<file path="src/rtl/csa_fan_pkg.sv">
// Shared types and default widths for the carry-save FAN datapath
// (accumulator and downstream Kogge-Stone adder stage).
package csa_fan_pkg;

    typedef enum logic [1:0] {
        IDLE,
        ACC,
        HOLD
    } acc_state_e;

    localparam int unsigned N_DEFAULT     = 16;
    localparam int unsigned CNT_W_DEFAULT = 8;

endpackage

</file>
<file path="src/rtl/csa_3to2.sv">
// Single-level 3:2 carry-save compressor; carry vector is pre-shifted
// and truncated to N bits so the MSB carry-out is dropped (mod 2^N).
module csa_3to2
    import csa_fan_pkg::*;
#(
    parameter int unsigned N = N_DEFAULT
) (
    input  logic [N-1:0] a,
    input  logic [N-1:0] b,
    input  logic [N-1:0] c,
    output logic [N-1:0] s,
    output logic [N-1:0] cy
);

    logic [N-1:0] maj;

    always_comb begin
        s   = a ^ b ^ c;
        maj = (a & b) | (a & c) | (b & c);
        cy  = {maj[N-2:0], 1'b0};
    end

endmodule

</file>
<file path="src/rtl/csa_stream_accumulator.sv">
// Streaming carry-save accumulator: folds each accepted beat into a
// redundant (sum, carry) pair and presents the result on a valid/ready port.
module csa_stream_accumulator
    import csa_fan_pkg::*;
#(
    parameter int unsigned N     = N_DEFAULT,
    parameter int unsigned CNT_W = CNT_W_DEFAULT
) (
    input  logic             clk,
    input  logic             rst,
    input  logic             in_valid,
    output logic             in_ready,
    input  logic [N-1:0]     in_data,
    input  logic             in_last,
    output logic             out_valid,
    input  logic             out_ready,
    output logic [N-1:0]     out_sum,
    output logic [N-1:0]     out_carry,
    output logic [CNT_W-1:0] out_count
);

    acc_state_e       state;
    acc_state_e       state_next;
    logic [N-1:0]     sum_q;
    logic [N-1:0]     carry_q;
    logic [CNT_W-1:0] cnt_q;
    logic [N-1:0]     sum_d;
    logic [N-1:0]     carry_d;
    logic             in_fire;
    logic             out_fire;

    csa_3to2 #(
        .N (N)
    ) u_csa (
        .a  (sum_q),
        .b  (carry_q),
        .c  (in_data),
        .s  (sum_d),
        .cy (carry_d)
    );

    always_comb begin
        in_ready   = (state != HOLD);
        out_valid  = (state == HOLD);
        in_fire    = in_valid & in_ready;
        out_fire   = out_valid & out_ready;
        state_next = state;
        case (state)
            IDLE, ACC: begin
                if (in_fire) begin
                    state_next = in_last ? HOLD : ACC;
                end
            end
            HOLD: begin
                if (out_ready) begin
                    state_next = IDLE;
                end
            end
            default: state_next = IDLE;
        endcase
    end

    always_ff @(posedge clk) begin
        if (rst) begin
            state   <= IDLE;
            sum_q   <= '0;
            carry_q <= '0;
            cnt_q   <= '0;
        end else begin
            state <= state_next;
            if (in_fire) begin
                sum_q   <= sum_d;
                carry_q <= carry_d;
                // Saturate rather than wrap so long packets report the ceiling.
                cnt_q   <= (cnt_q == '1) ? cnt_q : cnt_q + CNT_W'(1);
            end else if (out_fire) begin
                sum_q   <= '0;
                carry_q <= '0;
                cnt_q   <= '0;
            end
        end
    end

    assign out_sum   = sum_q;
    assign out_carry = carry_q;
    assign out_count = cnt_q;

endmodule

</file>
<file path="config.mk">
export PLATFORM = sky130hd
export DESIGN_NAME = csa_stream_accumulator
export DESIGN_NICKNAME = d
export VERILOG_FILES = /design/src/rtl/csa_fan_pkg.sv /design/src/rtl/csa_3to2.sv /design/src/rtl/csa_stream_accumulator.sv
export SDC_FILE = /design/constraint.sdc
export NUM_CORES = 1
export LEC_CHECK = 0
export BUFFER_PORTS_ARGS = -buffer_cell sky130_fd_sc_hd__clkbuf_2
export CORE_MARGIN = 2
export CORE_UTILIZATION = 30
export CTS_BUF_LIST = sky130_fd_sc_hd__clkbuf_4
export DETAILED_ROUTE_END_ITERATION = 8
export GPL_TIMING_DRIVEN = 0
export PLACE_DENSITY_LB_ADDON = 0.25
export SLEW_MARGIN = 30
export SYNTH_ARGS = -nofsm -noshare
export SYNTH_HDL_FRONTEND = slang
export SYNTH_HIERARCHICAL = 1
export SYNTH_SLANG_ARGS = --single-unit
</file>
<file path="constraint.sdc">
create_clock -name clk -period 2.43 [get_ports clk]
set_input_delay 0.243 -clock clk [delete_from_list [all_inputs] [get_ports clk]]
set_output_delay 0.243 -clock clk [all_outputs]
set_load 0.1 [all_outputs]
</file>
==> results of run 1 <==
layer usage:
layer	vias to the layer above	wire length (um)	part of all wire (%)
li1	695	-	-
met1	682	1983	47
met2	51	1810	43
met3	8	333	7.9
met4	0	68	1.6
met5	-	0	0
power breakdown:
part | internal, W | switching, W | total [W]
Clock | 0.000113 | 0.000247 | 0.000360
Sequential | 0.000738 | 0.0000557 | 0.000793
Combinational | 0.000119 | 0.000447 | 0.000567
worst max-delay path: stages, from the launching register on:
cell,delay [ns]
sky130_fd_sc_hd__dfxtp_1,0.36
sky130_fd_sc_hd__nand2b_2,0.20
sky130_fd_sc_hd__inv_2,0.08
sky130_fd_sc_hd__nor3_2,0.47
sky130_fd_sc_hd__clkbuf_1,0.49
sky130_fd_sc_hd__a22o_1,0.24
metrics by stage:
stage	worst slack (ns)	total power (W)
6_report	0.5394	0.001720
5_1_grt	0.3178	0.001818
4_1_cts	0.5206	0.001741
3_5_place_dp	0.5632	0.001379
3_3_place_gp	0.5452	0.001373
2_1_floorplan	0.1290	0.001269
cell families (layout without fill, tap and decap cells):
kind of cell    after synthesis  count (layout)  synth area share, %
flops                        42              42                46.22
fa+ha+maj                    16              16                17.19
compound gates               49              49                22.56
other cells                   1               1               0.2061
simple gates                 29              29                8.667
buf+inv                       9              79                2.751
xor+xnor                      2               2                1.788
mux                           1               1               0.6189
path summary, 6_finish.rpt:
check        startpoint          to  slack [ns]
max reg2reg    state[0]  out_sum[5]        0.54
min reg2reg    state[1]    state[0]        0.51
min             in_last    state[0]        0.08
max            state[0]  out_sum[5]        0.54
layout by cell type, fill, tap and decap left out:
| cell | n |
|---|---|
| sky130_fd_sc_hd__clkinvlp_4 | 1 |
| sky130_fd_sc_hd__and2_1 | 2 |
| sky130_fd_sc_hd__clkinv_4 | 1 |
| sky130_fd_sc_hd__buf_4 | 4 |
| sky130_fd_sc_hd__fa_1 | 15 |
| sky130_fd_sc_hd__clkbuf_2 | 62 |
| sky130_fd_sc_hd__a21oi_1 | 3 |
| sky130_fd_sc_hd__clkbuf_1 | 2 |
| sky130_fd_sc_hd__nand3b_1 | 1 |
| sky130_fd_sc_hd__buf_2 | 1 |
| sky130_fd_sc_hd__and3_1 | 1 |
| sky130_fd_sc_hd__nand3_1 | 6 |
| sky130_fd_sc_hd__xor3_1 | 1 |
| sky130_fd_sc_hd__nand2_1 | 5 |
| sky130_fd_sc_hd__conb_1 | 1 |
| sky130_fd_sc_hd__a2111oi_0 | 1 |
| sky130_fd_sc_hd__o31ai_1 | 1 |
| sky130_fd_sc_hd__o21ba_2 | 1 |
| sky130_fd_sc_hd__clkbuf_4 | 5 |
| sky130_fd_sc_hd__clkinv_2 | 1 |
| sky130_fd_sc_hd__o211ai_1 | 4 |
| sky130_fd_sc_hd__nand4_1 | 2 |
| sky130_fd_sc_hd__or4_1 | 1 |
| sky130_fd_sc_hd__nand2b_1 | 1 |
| sky130_fd_sc_hd__inv_2 | 2 |
| sky130_fd_sc_hd__nor2_1 | 7 |
| sky130_fd_sc_hd__o22a_1 | 1 |
| sky130_fd_sc_hd__dfxtp_1 | 42 |
| sky130_fd_sc_hd__xnor2_1 | 1 |
| sky130_fd_sc_hd__a22o_1 | 35 |
| sky130_fd_sc_hd__or3_4 | 1 |
| sky130_fd_sc_hd__a31oi_1 | 2 |
| sky130_fd_sc_hd__nor3_2 | 1 |
| sky130_fd_sc_hd__a21boi_2 | 1 |
| sky130_fd_sc_hd__nand2b_2 | 1 |
| sky130_fd_sc_hd__mux2_2 | 1 |
| sky130_fd_sc_hd__ha_1 | 1 |
area by class of cell:
cell class / instances / area [um2]
Fill cell: 624 / 3603
Multi-Input combinational cell: 98 / 928.4
Sequential cell: 42 / 840.8
Timing Repair Buffer: 62 / 310.3
Tap cell: 75 / 93.84
Buffer: 7 / 42.54
Clock buffer: 5 / 37.54
Clock inverter: 3 / 21.27
Inverter: 2 / 7.507
state kept, by name, indices dropped and copies added, names as in the netlist:
| name | flops |
|---|---|
| out_count | 8 |
| state | 2 |
| out_sum | 16 |
| out_carry | 16 |
==> metrics.cfg, run 1 <==
[global_route]
use_met3_pct=4.505
grt_busiest_layer=met2
grt_antenna_before_repair=0
grt_first_pass_wirelength_um=6762
gr-total-overflow=0
overall_global_routing_resource_usage_pct=13.51
largest_net_degree_at_the_start_of_global_routing=15
first_global_vias=1364
grtUsageMet2_pct=20.16
grt_util_met1_pct=18.11

[power]
peakVddDrop_mv=0.3281
p_leak_nw=1.044
power-per-cell-area_nw_per_um2=753.6

[place]
sum_of_net_half_perimeters_after_detailed_placement_um=3089
dp_cells=286
dpl_cell_area_um2=2223
io_buffer_count=62
gp_routability_congestion=0.7836

[synthesis]
yosys_most_used_dff=sky130_fd_sc_hd__dfxtp_1
synth_area_leaders=sky130_fd_sc_hd__dfxtp_1 46%, sky130_fd_sc_hd__a22o_1 17%, sky130_fd_sc_hd__fa_1 17%, sky130_fd_sc_hd__nand3_1 1.7%, sky130_fd_sc_hd__buf_4 1.7%
synth_top_area_share_pct=46.22
syn_avg_cell_area_um2=12.21
synth_fp_nets=186
mappedNetlistArea_um2=1819
synth_edf_count=0
yosys-top-cells-count=42 x sky130_fd_sc_hd__dfxtp_1, 35 x sky130_fd_sc_hd__a22o_1, 15 x sky130_fd_sc_hd__fa_1
synth_async_sr_flop_share_pct=0
synth_top_cell_by_area=sky130_fd_sc_hd__dfxtp_1
seq_area_frac_synth_pct=46.22
netlist_instances=149
synth-seq-cells=42
synthDistinctLibCells=32
yosysWarningCount=6
yosys.cell_count.top_type=sky130_fd_sc_hd__dfxtp_1

[floorplanning]
pin_count=63
die_w_um=81.87
floorplan.initialDensity_pct=30.91
core.rowCount=28
die_area_um2=6703
die_y_um=81.87
total_core_area_um2=5886

[clocking]
cts_inserted_buffers=5
clkTransAtPathRegs_ns=0.13
cts_hold_repair.buffers=0
cts-root-to-sink-buffers=2
clock-sinks=42
worst_skew_pair.late_latency_ns=0.37
clock-root-buffer=sky130_fd_sc_hd__clkbuf_4
cts_repair_resize_count=0
tritoncts_clock_tree=built
cts_post_setup_buffers_inserted=0
max_h_tree_level=2

[timing]
min_period_ns=1.891
slew_headroom_pct=59.46
final_min_period_over_clock_period_pct=77.80
endpoints_failing_hold=0
timing_worst_slew_pin_value_ns=0.6048
final-setup-viol-count=0
skew_ns=0.01644
rsz0062_at_grt=no
maxSlewViolCount=0
final.setup.tns_ns=0
maxClockFrequency_ghz=0.5289
holdWs_ns=0.08385

[route]
drtIter0Drc=61
via_per_inst=4.884
detail_route.first_pass.iterations=4
post_detailed_route_count_of_antenna_violating_nets=0
post-route-drc-count=0
vias=1436
routed_wl_um=4195
detail_route.wl_per_cell_um=14.27

[layout]
insertedDiodeCount=0
nNetsFinal=255
synthToLayoutAreaGrowth_pct=25.45
post_route_cells_drive_above_1_share_pct=37.90
final_core_util_pct=38.78
final-instance-count-excl-fill=294
finish.instance_area_um2=2282

[worst_hold_path]
hold_class=input port to register
timing.hold.worst_path_depth=2

[run]
cap_viol_max_count=0

[worst_setup_path]
worst_r2r_path_depth=5
critPathKind=register to register
critical_path.endpoint_type=register
worst-path-max-fanout=10
worst_setup_path_start_kind=register
crit_arrival_ns=2.20
worst_ep_required_time_ns=2.74

[status]
outcome=finished, final reports clean

Power figures use the tool's default switching activity.
==> inputs of run 2 (changes only) <==
==> constraint.sdc (replaced) <==
create_clock -name clk -period 1.8 [get_ports clk]
set_input_delay 0.18 -clock clk [delete_from_list [all_inputs] [get_ports clk]]
set_output_delay 0.18 -clock clk [all_outputs]
set_load 0.1 [all_outputs]
==> metrics.cfg, run 2 (synthesis gave the netlist of run 1 again) <==
[floorplanning]
floorplan.initialDensity_pct=30.91  ; unchanged
die_w_um=81.87  ; unchanged
total_core_area_um2=5886  ; unchanged
die_area_um2=6703  ; unchanged
pin_count=63  ; unchanged
core.rowCount=28  ; unchanged
die_y_um=81.87  ; unchanged

[route]
post-route-drc-count=0  ; unchanged
vias=1428  ; was 1,436
drtIter0Drc=75  ; was 61
detail_route.wl_per_cell_um=14.32  ; was 14.27 um
routed_wl_um=4210  ; was 4195 um
detail_route.first_pass.iterations=4  ; unchanged
via_per_inst=4.857  ; was 4.884
post_detailed_route_count_of_antenna_violating_nets=0  ; unchanged

[timing]
final_min_period_over_clock_period_pct=91.02
slew_headroom_pct=62.90  ; was 59.46%
maxClockFrequency_ghz=0.6104
endpoints_failing_hold=0  ; unchanged
timing_worst_slew_pin_value_ns=0.5589  ; was 0.6048 ns
final-setup-viol-count=0  ; unchanged
final.setup.tns_ns=0  ; unchanged
maxSlewViolCount=0  ; unchanged
skew_ns=0.01551  ; was 0.01644 ns
min_period_ns=1.638
rsz0062_at_grt=no  ; unchanged

[worst_hold_path]
hold_class=input port to register  ; unchanged

[clocking]
worst_skew_pair.late_latency_ns=0.36  ; was 0.37 ns
clock-sinks=42  ; unchanged
cts-root-to-sink-buffers=2  ; unchanged
max_h_tree_level=2  ; unchanged
cts_post_setup_buffers_inserted=0  ; unchanged
clkTransAtPathRegs_ns=0.12  ; was 0.13 ns
cts_hold_repair.buffers=0  ; unchanged
clock-root-buffer=sky130_fd_sc_hd__clkbuf_4  ; unchanged
cts_inserted_buffers=5  ; unchanged
tritoncts_clock_tree=built  ; unchanged

[layout]
post_route_cells_drive_above_1_share_pct=57.08  ; was 37.90%
num-fill-cells=587  ; was 624
nNetsFinal=255  ; unchanged
mostFrequentLayoutCells=64 x sky130_fd_sc_hd__clkbuf_2, 35 x sky130_fd_sc_hd__a22o_1, 35 x sky130_fd_sc_hd__dfxtp_2, 15 x sky130_fd_sc_hd__fa_1, 7 x sky130_fd_sc_hd__nor2_1  ; was 62 x sky130_fd_sc_hd__clkbuf_2, 42 x sky130_fd_sc_hd__dfxtp_1, 35 x sky130_fd_sc_hd__a22o_1, 15 x sky130_fd_sc_hd__fa_1, 7 x sky130_fd_sc_hd__nor2_1
final_common_cell=sky130_fd_sc_hd__clkbuf_2  ; unchanged
insertedDiodeCount=0  ; unchanged
final_core_util_pct=40.67  ; was 38.78%
synthToLayoutAreaGrowth_pct=31.57  ; was 25.45%

[worst_setup_path]
crit_arrival_ns=1.46  ; was 2.20 ns
worst_ep_required_time_ns=1.62  ; was 2.74 ns
worst-path-max-fanout=6  ; was 10
critical_path.endpoint_type=primary output  ; was register
critPathKind=register to primary output  ; was register to register
worst_setup_path_start_kind=register  ; unchanged

[place]
io_buffer_count=62  ; unchanged
sum_of_net_half_perimeters_after_detailed_placement_um=3107  ; was 3089 um
gp_routability_congestion=0.8125  ; was 0.7836

[power]
peakVddDrop_mv=0.7100  ; was 0.3281 mV
p_leak_nw=1.089  ; was 1.044 nW
power-per-cell-area_nw_per_um2=1035  ; was 753.6 nW/um2

[global_route]
first_global_vias=1310  ; was 1,364
grt_antenna_before_repair=0  ; unchanged
largest_net_degree_at_the_start_of_global_routing=14  ; was 15
overall_global_routing_resource_usage_pct=13.01  ; was 13.51%
gr-total-overflow=0  ; unchanged
grt_first_pass_wirelength_um=6499  ; was 6762 um

[status]
outcome=finished, final reports clean  ; unchanged

[run]
cap_viol_max_count=0  ; unchanged

## run 2: cell types whose count changed in the layout (fill, tap and decap cells not counted), sizes merged
cell      change
bufinv        +1
inv           +1
clkinv        -2
clkbuf        +1
clkinvlp      -1
## run 2: through the flow
step | setup WS, ns | instance area (um2) | total power [W] | instances | hold slack (ns)
final | 0.1617 | 2394 | 0.002476 | 294 | 0.03899
after global routing | 0.01753 | 2394 | 0.002605 | 294 | 0.009424
after CTS | 0.006268 | 2384 | 0.002510 | 294 | 0.01707
after detailed placement | -0.05564 | 2300 | 0.001878 | 286 | 0.4048
after global placement | -0.06222 | 2300 | 0.001870 | 286 | 0.3999
after floorplan | -0.01992 | 1896 | 0.001731 | 149 | 0.2417
## run 2: worst max-delay path, cell delays in order, from the launching register on
cell and delay (ns):
sky130_fd_sc_hd__dfxtp_1 0.43, sky130_fd_sc_hd__nand2b_4 0.14, sky130_fd_sc_hd__inv_12 0.09, sky130_fd_sc_hd__clkbuf_2 0.45
## run 2: what timing repair did
action	in CTS	in global routing
cloned	0	0
setup endpoints to repair	20	32
endpoints found under the hold margin	0	0
gates resized for setup	2	2
## run 2: where the power goes
part / internal [W] / switching (W) / total (W)
Combinational: 0.000167 / 0.000607 / 0.000774
Sequential: 0.00100 / 0.0000743 / 0.00108
Clock: 0.000310 / 0.000313 / 0.000623
Total: 0.00148 / 0.000995 / 0.00248
## run 2: area by class of cell
type / count / area, um2 / area share (%)
timing repair buffer: 62 / 310.3 / 12.96
clock inverter: 2 / 36.28 / 1.516
inverter: 2 / 20.02 / 0.8364
multi-input combinational: 98 / 943.4 / 39.41
clock buffer: 6 / 45.04 / 1.882
sequential: 42 / 899.6 / 37.58
tap: 75 / 93.84 / 3.921
buffer: 7 / 45.04 / 1.882
## run 2: path summary, 6_finish.rpt
kind	depth (start not counted)	slack (ns)	endpoint	startpoint
worst max-delay path	3	0.16	out_valid	state[1]
worst min-delay path	2	0.04	state[0]	in_last
worst max register to register	5	0.18	out_count[0]	out_count[0]
worst min register to register	1	0.46	out_count[6]	out_count[6]
## run 2: metal layers
layer / global-route usage [%] / vias to the layer above / routed length (um)
li1: - / 697 / -
met1: 16.95 / 674 / 2020
met2: 20.49 / 50 / 1856
met3: 3.846 / 7 / 278
met4: 4.500 / 0 / 54
met5: 0 / - / 0
==> inputs of run 3 (changes only) <==
--- a/config.mk
+++ b/config.mk
@@ -6,7 +6,7 @@
 export NUM_CORES = 1
 export LEC_CHECK = 0
 export BUFFER_PORTS_ARGS = -buffer_cell sky130_fd_sc_hd__clkbuf_2
-export CORE_MARGIN = 2
+export CORE_MARGIN = 4
 export CORE_UTILIZATION = 30
 export CTS_BUF_LIST = sky130_fd_sc_hd__clkbuf_4
 export DETAILED_ROUTE_END_ITERATION = 8
==> metrics.cfg, run 3 (synthesis gave the netlist of run 1 again) <==
[status]
outcome=finished, final reports clean  ; unchanged

[route]
vias=1428  ; unchanged
routed_wl_um=4172  ; was 4210 um
drtIter0Drc=24  ; was 75
post-route-drc-count=0  ; unchanged
detail_route.wl_per_cell_um=14.14  ; was 14.32 um
via_per_inst=4.841  ; was 4.857
post_detailed_route_count_of_antenna_violating_nets=0  ; unchanged
detail_route.first_pass.iterations=4  ; unchanged

[floorplanning]
floorplan.initialDensity_pct=30.91  ; unchanged
core.rowCount=28  ; unchanged
die_w_um=85.87  ; was 81.87 um
total_core_area_um2=5886  ; unchanged
die_y_um=85.87  ; was 81.87 um
die_area_um2=7374  ; was 6703 um2
pin_count=63  ; unchanged

[timing]
rsz0062_at_grt=no  ; unchanged
final-setup-viol-count=0  ; unchanged
timing_worst_slew_pin_value_ns=0.5561  ; was 0.5589 ns
min_period_ns=1.637  ; was 1.638 ns
skew_ns=0.01629  ; was 0.01551 ns
maxClockFrequency_ghz=0.6110  ; was 0.6104 GHz
endpoints_failing_hold=0  ; unchanged
slew_headroom_pct=63.08  ; was 62.90%
maxSlewViolCount=0  ; unchanged
final_min_period_over_clock_period_pct=90.93  ; was 91.02%

[global_route]
first_global_vias=1416  ; was 1,310
grt_antenna_before_repair=0  ; unchanged
overall_global_routing_resource_usage_pct=12.20  ; was 13.01%
gr-total-overflow=0  ; unchanged
grt_first_pass_wirelength_um=7031  ; was 6499 um
largest_net_degree_at_the_start_of_global_routing=14  ; unchanged

[power]
peakVddDrop_mv=0.5269  ; was 0.7100 mV
p_int_w=0.001483  ; was 0.001481 W
power_switching_w=0.0009995  ; was 0.0009949 W
netSwitchingFraction_pct=40.26  ; was 40.18%
power-per-cell-area_nw_per_um2=1034  ; was 1035 nW/um2
pwr-share-comb_pct=31.2  ; was 31.3%
pwr-share-clk_pct=25.2  ; about the same
p_leak_nw=1.094  ; was 1.089 nW
seqPwrFrac_pct=43.5  ; was 43.6%

[layout]
post_route_cells_drive_above_1_share_pct=57.27  ; was 57.08%
final_common_cell=sky130_fd_sc_hd__clkbuf_2  ; unchanged
mostFrequentLayoutCells=64 x sky130_fd_sc_hd__clkbuf_2, 35 x sky130_fd_sc_hd__a22o_1, 35 x sky130_fd_sc_hd__dfxtp_2, 15 x sky130_fd_sc_hd__fa_1, 7 x sky130_fd_sc_hd__nor2_1  ; unchanged
final-instance-count-excl-fill=295  ; was 294
finish.instance_area_um2=2401  ; was 2394 um2
nNetsFinal=256  ; was 255
insertedDiodeCount=0  ; unchanged
synthToLayoutAreaGrowth_pct=31.98  ; was 31.57%

[clocking]
cts_hold_repair.buffers=0  ; unchanged
cts_inserted_buffers=5  ; unchanged
tritoncts_clock_tree=built  ; unchanged
max_h_tree_level=2  ; unchanged
clkTransAtPathRegs_ns=0.12  ; about the same
clock-root-buffer=sky130_fd_sc_hd__clkbuf_4  ; unchanged
worst_skew_pair.late_latency_ns=0.36  ; about the same
clock-sinks=42  ; unchanged
cts-root-to-sink-buffers=2  ; unchanged

[worst_setup_path]
worstSetupPathDepth=3  ; unchanged
worst_r2r_path_depth=5  ; unchanged
worst-path-max-fanout=6  ; unchanged
worst-r2r-setup-slack_ns=0.19  ; was 0.18 ns
path_buf_inv=2  ; unchanged
crit_slowest_cell=sky130_fd_sc_hd__clkbuf_2  ; unchanged
cpPeakStageDelay_ns=0.45  ; about the same
worst_setup_path_start_kind=register  ; unchanged
crit_arrival_ns=1.46  ; about the same
worstPathCellList=nand2b_4 > inv_12 > clkbuf_2  ; unchanged
critPathKind=register to primary output  ; unchanged
critical_path.endpoint_type=primary output  ; unchanged
critPathTopFamily=buffers and inverters  ; unchanged
worst_ep_required_time_ns=1.62  ; about the same

[worst_hold_path]
hold_class=input port to register  ; unchanged
timing.hold.worst_path_depth=2  ; unchanged

[place]
dpl_cell_area_um2=2300  ; unchanged
gp_routability_congestion=0.7656  ; was 0.8125
dp_cells=286  ; unchanged
sum_of_net_half_perimeters_after_detailed_placement_um=3158  ; was 3107 um
io_buffer_count=62  ; unchanged

[run]
cap_viol_max_count=0  ; unchanged

-- run 3: path summary, 6_finish.rpt --
| path | end | startpoint |
|---|---|---|
| max reg2reg | out_count[7] | state[0] |
| max | out_valid | state[1] |
| min | state[0] | in_last |
| min reg2reg | out_count[6] | out_count[6] |
-- run 3: metal layers --
layer	vias to the layer above	part of all wire [%]	global-route usage (%)
met5	-	0	0
met4	0	1.3	4.317
met3	7	7.4	3.650
met2	47	45	18.78
met1	671	46	16.23
li1	703	-	-
-- run 3: layout make-up --
cell class | count | area, um2
fill | 580 | 3485
timing repair buffer | 63 | 317.8
multi-input combinational | 98 | 943.4
inverter | 2 | 20.02
clock inverter | 2 | 36.28
buffer | 7 | 45.04
tap | 75 | 93.84
clock buffer | 6 | 45.04
sequential | 42 | 899.6
-- run 3: stage by stage --
| stage | hold slack (ns) | power, W | TNS [ns] | worst slack, ns | utilization, % |
|---|---|---|---|---|---|
| floorplan | 0.2417 | 0.001731 | -0.01992 | -0.01992 | - |
| global placement | 0.4005 | 0.001873 | -0.9160 | -0.05861 | 39.07 |
| detailed placement | 0.4090 | 0.001878 | -0.8549 | -0.05167 | 39.07 |
| CTS | 0.01891 | 0.002506 | 0 | 0.01529 | 40.50 |
| global route | 0.03510 | 0.002604 | 0 | 0.03071 | 40.80 |
| finish | 0.03530 | 0.002483 | 0 | 0.1632 | 40.80 |
-- run 3: power groups by stage --
stage                     combinational, W  sequential, W  clock [W]
after floorplan                   0.000186        0.00154          0
after global placement            0.000772        0.00110          0
after detailed placement          0.000776        0.00110          0
after CTS                         0.000778        0.00108   0.000646
after global routing              0.000817        0.00110   0.000690
final                             0.000775        0.00108   0.000627
-- run 3: worst register-to-register path: stages, from the launching register on --
cell and delay [ns]:
sky130_fd_sc_hd__dfxtp_1 0.36, sky130_fd_sc_hd__nand2b_4 0.22, sky130_fd_sc_hd__inv_12 0.05, sky130_fd_sc_hd__or3_4 0.36, sky130_fd_sc_hd__or4_1 0.51, sky130_fd_sc_hd__nand3_1 0.08
-- run 3: repair_timing --
action | 4_1_cts | 5_1_grt
hold endpoints to repair | 0 | 0
buffers inserted | 0 | 1
resized for setup | 2 | 2
pin swaps | 0 | 1
endpoints found under the setup margin | 20 | 33
